**src/rtl/disp_pkg.sv**
```systemverilog
// disp_pkg: shared display constants and scroll controller state encoding.
package disp_pkg;
    localparam logic [7:0] SEG_BLANK = 8'hFF;
    typedef enum logic [1:0] {IDLE, RUN, HOLD} state_t;
endpackage

```
**src/rtl/disp_tick_gen.sv**
```systemverilog
// disp_tick_gen: mod-TICK_DIV counter with enable and sync clear; tick on terminal count.
module disp_tick_gen #(
    parameter int TICK_DIV = 4
) (
    input  logic clk,
    input  logic rst,
    input  logic en,
    input  logic clr,
    output logic tick
);
    localparam int CW = $clog2(TICK_DIV);
    logic [CW-1:0] cnt;
    assign tick = en && !clr && cnt == CW'(TICK_DIV - 1);
    always_ff @(posedge clk) begin
        if (rst || clr) cnt <= '0;
        else if (en) cnt <= tick ? '0 : cnt + 1'b1;
    end
endmodule

```
**src/rtl/disp_scroll_ctrl.sv**
```systemverilog
// disp_scroll_ctrl: scrolls a 4-digit window over a message buffer.
// Define DISP_SCROLL_BLINK_EN to blink the digits while paused.
module disp_scroll_ctrl
    import disp_pkg::*;
#(
    parameter int MSG_DEPTH = 16,
    parameter int TICK_DIV  = 25_000_000
) (
    input  logic                       clk,
    input  logic                       rst,
    input  logic                       wr_en,
    input  logic [$clog2(MSG_DEPTH)-1:0] wr_addr,
    input  logic [7:0]                 wr_data,
    input  logic [$clog2(MSG_DEPTH):0] msg_len,
    input  logic                       start,
    input  logic                       stop,
    input  logic                       pause,
    output logic [7:0]                 dig3,
    output logic [7:0]                 dig2,
    output logic [7:0]                 dig1,
    output logic [7:0]                 dig0,
    output logic                       busy,
    output logic                       wrap
);
    localparam int AW = $clog2(MSG_DEPTH);
    localparam int LW = AW + 1;
    state_t state, state_n;
    logic [AW-1:0] pos, pos_n;
    logic [LW-1:0] len, len_n, clamp;
    logic [7:0] mem [MSG_DEPTH];
    logic [7:0] nxt [4];
    logic tick, last, blank;
    // pos < len and len >= 4, so a single conditional subtract replaces the modulo
    function automatic logic [AW-1:0] idx(input logic [AW-1:0] p, input logic [1:0] k, input logic [LW-1:0] l);
        logic [LW:0] s;
        s = (LW+1)'(p) + (LW+1)'(k);
        return s >= (LW+1)'(l) ? AW'(s - (LW+1)'(l)) : AW'(s);
    endfunction
    disp_tick_gen #(.TICK_DIV(TICK_DIV)) u_tick (
        .clk(clk),
        .rst(rst),
        .en(state == RUN && !pause),
        .clr(state == IDLE || stop),
        .tick(tick)
    );
    assign clamp = msg_len > LW'(MSG_DEPTH) ? LW'(MSG_DEPTH) : msg_len;
    assign last  = LW'(pos) == len - 1'b1;
    always_comb begin
        state_n = state;
        pos_n   = pos;
        len_n   = len;
        if (state == IDLE) begin
            if (start && !stop && clamp >= LW'(4)) begin
                state_n = RUN;
                pos_n   = '0;
                len_n   = clamp;
            end
        end else if (stop) begin
            state_n = IDLE;
            pos_n   = '0;
        end else if (state == RUN) begin
            if (pause) state_n = HOLD;
            else if (tick) pos_n = last ? '0 : pos + 1'b1;
        end else if (!pause) begin
            state_n = RUN;
        end
        for (int k = 0; k < 4; k++) nxt[k] = mem[idx(pos_n, 2'(k), len_n)];
    end
`ifdef DISP_SCROLL_BLINK_EN
    localparam int BW = $clog2(2 * TICK_DIV);
    logic [BW-1:0] blk, blk_n;
    assign blk_n = (state == HOLD && state_n == HOLD) ? (blk == BW'(2 * TICK_DIV - 1) ? '0 : blk + 1'b1) : '0;
    assign blank = state_n == IDLE || (state_n == HOLD && blk_n >= BW'(TICK_DIV));
    always_ff @(posedge clk) blk <= rst ? '0 : blk_n;
`else
    assign blank = state_n == IDLE;
`endif
    always_ff @(posedge clk) begin
        if (rst) begin
            state <= IDLE;
            pos   <= '0;
            len   <= '0;
            busy  <= 1'b0;
            wrap  <= 1'b0;
            dig3  <= SEG_BLANK;
            dig2  <= SEG_BLANK;
            dig1  <= SEG_BLANK;
            dig0  <= SEG_BLANK;
            for (int i = 0; i < MSG_DEPTH; i++) mem[i] <= SEG_BLANK;
        end else begin
            state <= state_n;
            pos   <= pos_n;
            len   <= len_n;
            busy  <= state_n != IDLE;
            wrap  <= tick && last;
            dig3  <= blank ? SEG_BLANK : nxt[0];
            dig2  <= blank ? SEG_BLANK : nxt[1];
            dig1  <= blank ? SEG_BLANK : nxt[2];
            dig0  <= blank ? SEG_BLANK : nxt[3];
            if (wr_en) mem[wr_addr] <= wr_data;
        end
    end
endmodule
```
**config.mk**
```make
export PLATFORM = sky130hd
export DESIGN_NAME = disp_scroll_ctrl
export DESIGN_NICKNAME = d
export VERILOG_FILES = /design/src/rtl/disp_pkg.sv /design/src/rtl/disp_tick_gen.sv /design/src/rtl/disp_scroll_ctrl.sv
export SDC_FILE = /design/constraint.sdc
export NUM_CORES = 1
export LEC_CHECK = 0
export BUFFER_PORTS_ARGS = -buffer_cell sky130_fd_sc_hd__buf_4
export CORE_MARGIN = 2
export CORE_UTILIZATION = 35
export CTS_CLUSTER_SIZE = 24
export DETAILED_ROUTE_END_ITERATION = 10
export SLEW_MARGIN = 10
export SYNTH_ARGS = -nofsm -noshare
export SYNTH_HDL_FRONTEND = slang
export SYNTH_HIERARCHICAL = 1
export SYNTH_SLANG_ARGS = --single-unit
```
**constraint.sdc**
```tcl
create_clock -name clk -period 7.8 [get_ports clk]
set_input_delay 0.39 -clock clk [delete_from_list [all_inputs] [get_ports clk]]
set_output_delay 0.39 -clock clk [all_outputs]
set_load 0.05 [all_outputs]
```
After elaboration in Yosys (flattened, before gate mapping) --
Memories as Yosys holds them, arrays and structs flattened. A register that Yosys moved wholly into a read port is not among the register bits. Index checks and enable logic that the tools add are counted.
Storage, ports and cells: register bits after elaboration 38, RAM bits 128, input port bits 23, word-level logic and storage cells 71, memories 1
Memory list:
- mem | depth 16, bits a word 8, read ports 4, clocked after memory_dff 4, write ports 16, line disp_scroll_ctrl.sv:30 | logic [7:0] mem [MSG_DEPTH];
Operators by class: add/sub/neg operators 10, order comparisons 6, equal/unequal tests 3, mux-type cells 29, reduce and logical (&&, ||, !) cells 16
Operators by type and width (count):
- 4-bit two-way mux | 12
- 25-bit by 1-bit adder with 25-bit output (second input constant) | 1
- 25-bit equality test (second input constant) | 1
- 25-bit two-way mux | 1
- 4-bit subtractor | 4
- 5-bit >= comparator | 3
- 5-bit two-way mux | 3
- 2-bit two-way mux | 6
- 4-bit by 2-bit adder with 5-bit output (second input constant) | 2
- 8-bit two-way mux | 1
- 8-bit OR reduction | 1
- 1-bit logical AND | 6
- 1-bit two-way mux | 6
- 4-bit by 1-bit adder with 5-bit output (second input constant) | 1
- 4-bit by 5-bit equality test with 1-bit output | 1
- 4-bit by 5-bit >= comparator with 1-bit output | 1
- 5-bit by 3-bit >= comparator with 1-bit output (second input constant) | 1
- 5-bit > comparator (second input constant) | 1
- 5-bit by 1-bit subtractor with 5-bit output (second input constant) | 1
- 4-bit by 1-bit adder with 4-bit output (second input constant) | 1
- 2-bit logical NOT | 2
- 1-bit logical NOT | 3
- 2-bit by 1-bit equality test with 1-bit output (second input constant) | 1
- 1-bit logical OR | 2
- other kinds (2) | 2

Logic depth before layout (Yosys ltp) --
depth in word-level cells 13, gate-level depth with buffers 28, mapped depth without buffers 24

By module --
Netlist, hierarchy kept.
By module, submodules not included:
- disp_scroll_ctrl | instances 1, cells an instance 1207, area an instance 11946.5 µm², sequential area each 4744.6 µm²
- disp_tick_gen | instances 1, cells an instance 141, area an instance 1233.7 µm², sequential area each 500.5 µm²

Least setup slack after synthesis --
OpenSTA, ideal clock, no wires.
path kind register to register, start register state[1], end register dig0[1], read port of mem, library setup time 79 ps, arrival time 5556 ps, required time 7721 ps, path slack 2165 ps, stages on the path, launching flop included 26, path buffers 4, clock period less this slack 5635 ps, path through dfxtp_1 > buf_4 > nor3b_2 > and3_1 > buf_2 > nand4_1 > nor3_1 > nor4bb_1 > nand3_1 > o21ai_1 > inv_1 > ha_1 > o21a_1 > or2_2 > ha_1 > a21o_1 > a31oi_1 > o21ai_1 > nor2_1 > a21oi_1 > clkbuf_1 > clkbuf_1 > a21oi_1 > a221oi_1 > a21oi_1 > a22oi_1
Between the ends: longest elaborated chain between the ends 13
RTL lines:
- from (decl) | line disp_scroll_ctrl.sv:27 | state_t state, state_n;
- from (signal assigned) | line disp_scroll_ctrl.sv:91 | state <= state_n;
- 2-bit logical NOT | line disp_scroll_ctrl.sv:43 | .clr(state == IDLE || stop),
- 1-bit logical OR | line disp_scroll_ctrl.sv:43
- 1-bit logical NOT | line disp_tick_gen.sv:13 | assign tick = en && !clr && cnt == CW'(TICK_DIV - 1);
- 1-bit logical AND * (2 in a row) | line disp_tick_gen.sv:13
- via tick | line disp_scroll_ctrl.sv:32 | logic tick, last, blank;
- 4-bit two-way mux * | line disp_scroll_ctrl.sv:63 | else if (tick) pos_n = last ? '0 : pos + 1'b1;
- 4-bit two-way mux * | line disp_scroll_ctrl.sv:62 | if (pause) state_n = HOLD;
- 4-bit two-way mux * | line disp_scroll_ctrl.sv:61 | end else if (state == RUN) begin
- 4-bit two-way mux * | line disp_scroll_ctrl.sv:58 | end else if (stop) begin
- 4-bit two-way mux * | line disp_scroll_ctrl.sv:52 | if (state == IDLE) begin
- via pos_n[1] | line disp_scroll_ctrl.sv:28 | logic [AW-1:0] pos, pos_n;
- 4-bit by 2-bit adder with 5-bit output * | line disp_scroll_ctrl.sv:36 | s = (LW+1)'(p) + (LW+1)'(k);
- 4-bit subtractor or 5-bit >= comparator (tied branches) | line disp_scroll_ctrl.sv:37 | return s >= (LW+1)'(l) ? AW'(s - (LW+1)'(l)) : AW'(s);
- 4-bit two-way mux * | line disp_scroll_ctrl.sv:37
- to (decl) | line disp_scroll_ctrl.sv:21 | output logic [7:0] dig0,
Mark *: on every way through the listed nets, which the timed path passes. The rest lies on a longest branch. A chain may end at the register's enable or synchronous reset.

Worst setup path after layout --
start register state[1], end register dig0[4], read port of mem
Same word-level chain as after synthesis.

==> impl_metrics.tcl <==
set metrics [dict create \
    synth_compound_area_share_pct 14.51 \
    drc 0 \
    synthCells 1348 \
    nNetsFinal 1409 \
    root_buffer "clkbuf_16" \
    track_usage_pct 21.45 \
    dr.pass1.iters 6 \
    r2r-start "state[1]$_SDFF_PP0_" \
    slowest_delay_ns 0.77 \
    drt_wl_total_mm 41.86 \
    htree_levels 4 \
    reg2reg_depth 21 \
    cts_max_path_buffers 2 \
    clock_latency_ns 0.46 \
    synth_top_area_share_pct 29.16 \
    timing.final.crit_share_pct 90.24 \
    synth.area.top_cells "edfxtp_1 (29%), dfxtp_1 (11%), mux4_2 (6.2%)" \
    row_count 71 \
    synth-edff-count 128 \
    synthFlopType "edfxtp_1" \
    globalRouteOverflowTotal 0 \
    skew_ns 0.01725 \
    cts_tree "done" \
    die_w_um 198.1 \
    yosys.area_share.adder_pct 2.962 \
    p_per_area_nw_per_um2 204.1 \
    endpoint "dig0[4]$_SDFF_PP1_" \
    critical_path.slowest_cell "o21a_4" \
    io_buffer_count 56 \
    critical_path_class "register to register" \
    ir_worst_vdd_mv 0.1388 \
    avgRoutedWirePerCell_um 22.23 \
    hold_ws_ns 0.2640 \
    synthTopCellsByCount "nand2_1 (210), edfxtp_1 (128), or2_2 (88)" \
    drv_cap 0 \
    clock.fmax_mhz 142.1 \
    cp.depth 21 \
    synth_mux_area_share_pct 13.62 \
    yosysSeqAreaShare_pct 39.79 \
    power_leakage_nw 5.043 \
    grt_max_degree 49 \
    setup_tns_ns 0 \
    ctsResizeCount 0 \
    syn-cell-area_sq_um 13180 \
    setup_viol 0 \
    worstPathRequired_ns 8.11 \
    crit_family "compound AO/OA/AOI/OAI gates" \
    syn-num-nets 1399 \
    rsz0062_at_grt "no" \
    drv_slew 0 \
    critical_path_buf_inv_count 2 \
    synthSimpleGateAreaFrac_pct 22.93 \
    grt_pass1_vias 10260 \
    worstPathArrival_ns 7.35 \
    cts_buffers 17 \
    yosys.area.top_type "edfxtp_1" \
    min_from "pause" \
    synth_top_family_by_area "simple AND/OR/NAND/NOR gates" \
    start_util_pct 35.24 \
    hold_viol 0 \
    clock_sinks 198 \
    dp_hpwl_mm 30.74 \
    worst_setup_path_end_kind "register" \
    place_area_sq_um 13980 \
    cp_cell_sequence "nor2_1 -> nor2_1 -> inv_1 -> nor4_1 -> nand4_1 -> nor3_1 -> nor4bb_1 -> nand3_1 -> o21ai_1 -> inv_1 -> ha_1 -> o21a_1 -> or2_2 -> ha_1 -> a21o_1 -> a31oi_1 -> o21ai_1 -> o21a_4 -> mux4_2 -> a21oi_1 -> a22oi_1" \
    period_needed_ns 7.038 \
    area_growth_pct 10.95 \
    io-pin-count 57 \
    power_mw 2.985 \
    synth-xor-area-share_pct 1.861 \
    reg2reg_slack_ns 0.76 \
    min_path_type "primary input to register" \
    antenna_found_initial 2 \
    fp.coreArea_sq_um 37400 \
    final_util_pct 39.10 \
    die_area_sq_um 39230 \
    ctsHoldBuffers 0 \
    drive_gt1_share_pct 19.91 \
    startpoint "state[1]$_SDFF_PP0_" \
    gp_congestion 0.9281 \
    synth_warnings 6 \
    die_h_um 198.1 \
    slew_headroom_pct 26.17 \
    async_reset_ff_share_pct 0 \
    vias_per_cell 5.842 \
    status "finished, final reports clean" \
    ys_ff_latch 198 \
    path_max_fanout 48 \
    reg2reg_to "dig0[4]$_SDFF_PP1_" \
    fin_area_sq_um 14620 \
    ant_nets 0 \
    initialDrtViolationCount 1196 \
    clk_pin_slew_ns 0.08 \
    grt_pass1_wl_mm 62.89 \
    tightest_slew_ns 1.107 \
    yosysMostFrequentCell "nand2_1" \
    vias 11000 \
    avgSynthCellArea_sq_um 9.778 \
    post_cts_buffers 0 \
    startpoint_type "register" \
    synthDistinctLibCells 88 \
]
-- kinds of logic (layout without fill, tap and decap cells) --
logic type,count (synthesis),in the layout
mux,124,124
simple gates,583,583
fa+ha+maj,29,29
other cells,0,1
xor+xnor,28,28
buf+inv,109,132
compound gates,277,277
flops,198,198
-- sequential cells by signal (all words and copies together) (netlist names) --
signal and count:
busy 1, dig0 8, dig1 8, dig2 8, dig3 8, len 5
mem 128, pos 4, state 2, u_tick/cnt 25, wrap 1
-- layout by cell type, fill, tap and decap left out, types with 15 or more instances in the layout --
master / netlist / final
mux2i_1: 74 / 74
edfxtp_1: 128 / 128
nand3_1: 52 / 52
or3_1: 18 / 18
nand2_1: 210 / 210
a221oi_1: 20 / 20
or2_2: 88 / 88
dfxtp_1: 70 / 70
buf_4: 3 / 79
nor2b_1: 16 / 16
nor2_1: 50 / 50
inv_1: 18 / 18
a32oi_1: 22 / 22
xnor2_1: 15 / 15
nand4_1: 16 / 16
mux4_2: 36 / 36
clkbuf_16: 0 / 17
a22oi_1: 28 / 28
o21ai_0: 28 / 26
a21oi_1: 82 / 80
nand2b_1: 54 / 54
nor3_1: 17 / 17
ha_1: 24 / 24
-- through the flow --
stage          setup WS (ns)  cells
2_1_floorplan          2.165   1348
3_3_place_gp           1.130   1850
3_5_place_dp          0.9367   1850
4_1_cts               0.9184   1882
5_1_grt               0.3234   1882
6_report              0.7615   1883
-- worst min-delay path, stage by stage --
cell    delay (ns)
buf_4         0.13
inv_1         0.08
nor3_1        0.07
-- routing by layer --
| metal | track usage [%] | vias up | share of wire, % |
|---|---|---|---|
| li1 | - | 5039 | - |
| met5 | 0 | - | 0.031 |
| met2 | 35.58 | 472 | 48 |
| met3 | 3.764 | 76 | 6.6 |
| met1 | 27.91 | 5411 | 43 |
| met4 | 8.187 | 2 | 2.9 |
-- how the worst min path moves through the flow --
stage	to	slack [ns]	depth (start not counted)
2_1_floorplan	u_tick/cnt[24]$_SDFFE_PP0P_	0.45	2
3_3_place_gp	u_tick/cnt[22]$_SDFFE_PP0P_	0.46	2
3_5_place_dp	u_tick/cnt[22]$_SDFFE_PP0P_	0.48	2
4_1_cts	state[1]$_SDFF_PP0_	0.24	3
5_1_grt	state[1]$_SDFF_PP0_	0.27	3
6_report	state[1]$_SDFF_PP0_	0.26	3
-- layout make-up --
cell class,instances,area [sq um]
clock inverters,15,211.5
well taps,511,639.4
diodes,1,2.502
fillers,3601,22780
inverters,21,83.83
repair buffers,79,593.1
flip-flops and latches,198,5245
clock buffers,17,425.4
multi-input cells,1041,7423
-- where the power goes --
part           switching, mW  leakage, nW  internal [mW]  total [mW]
sequential            0.0646         1.85           1.17        1.23
clock                  0.453        0.305          0.519       0.972
combinational          0.490         2.88          0.288       0.778
Power figures use the tool's default switching activity.
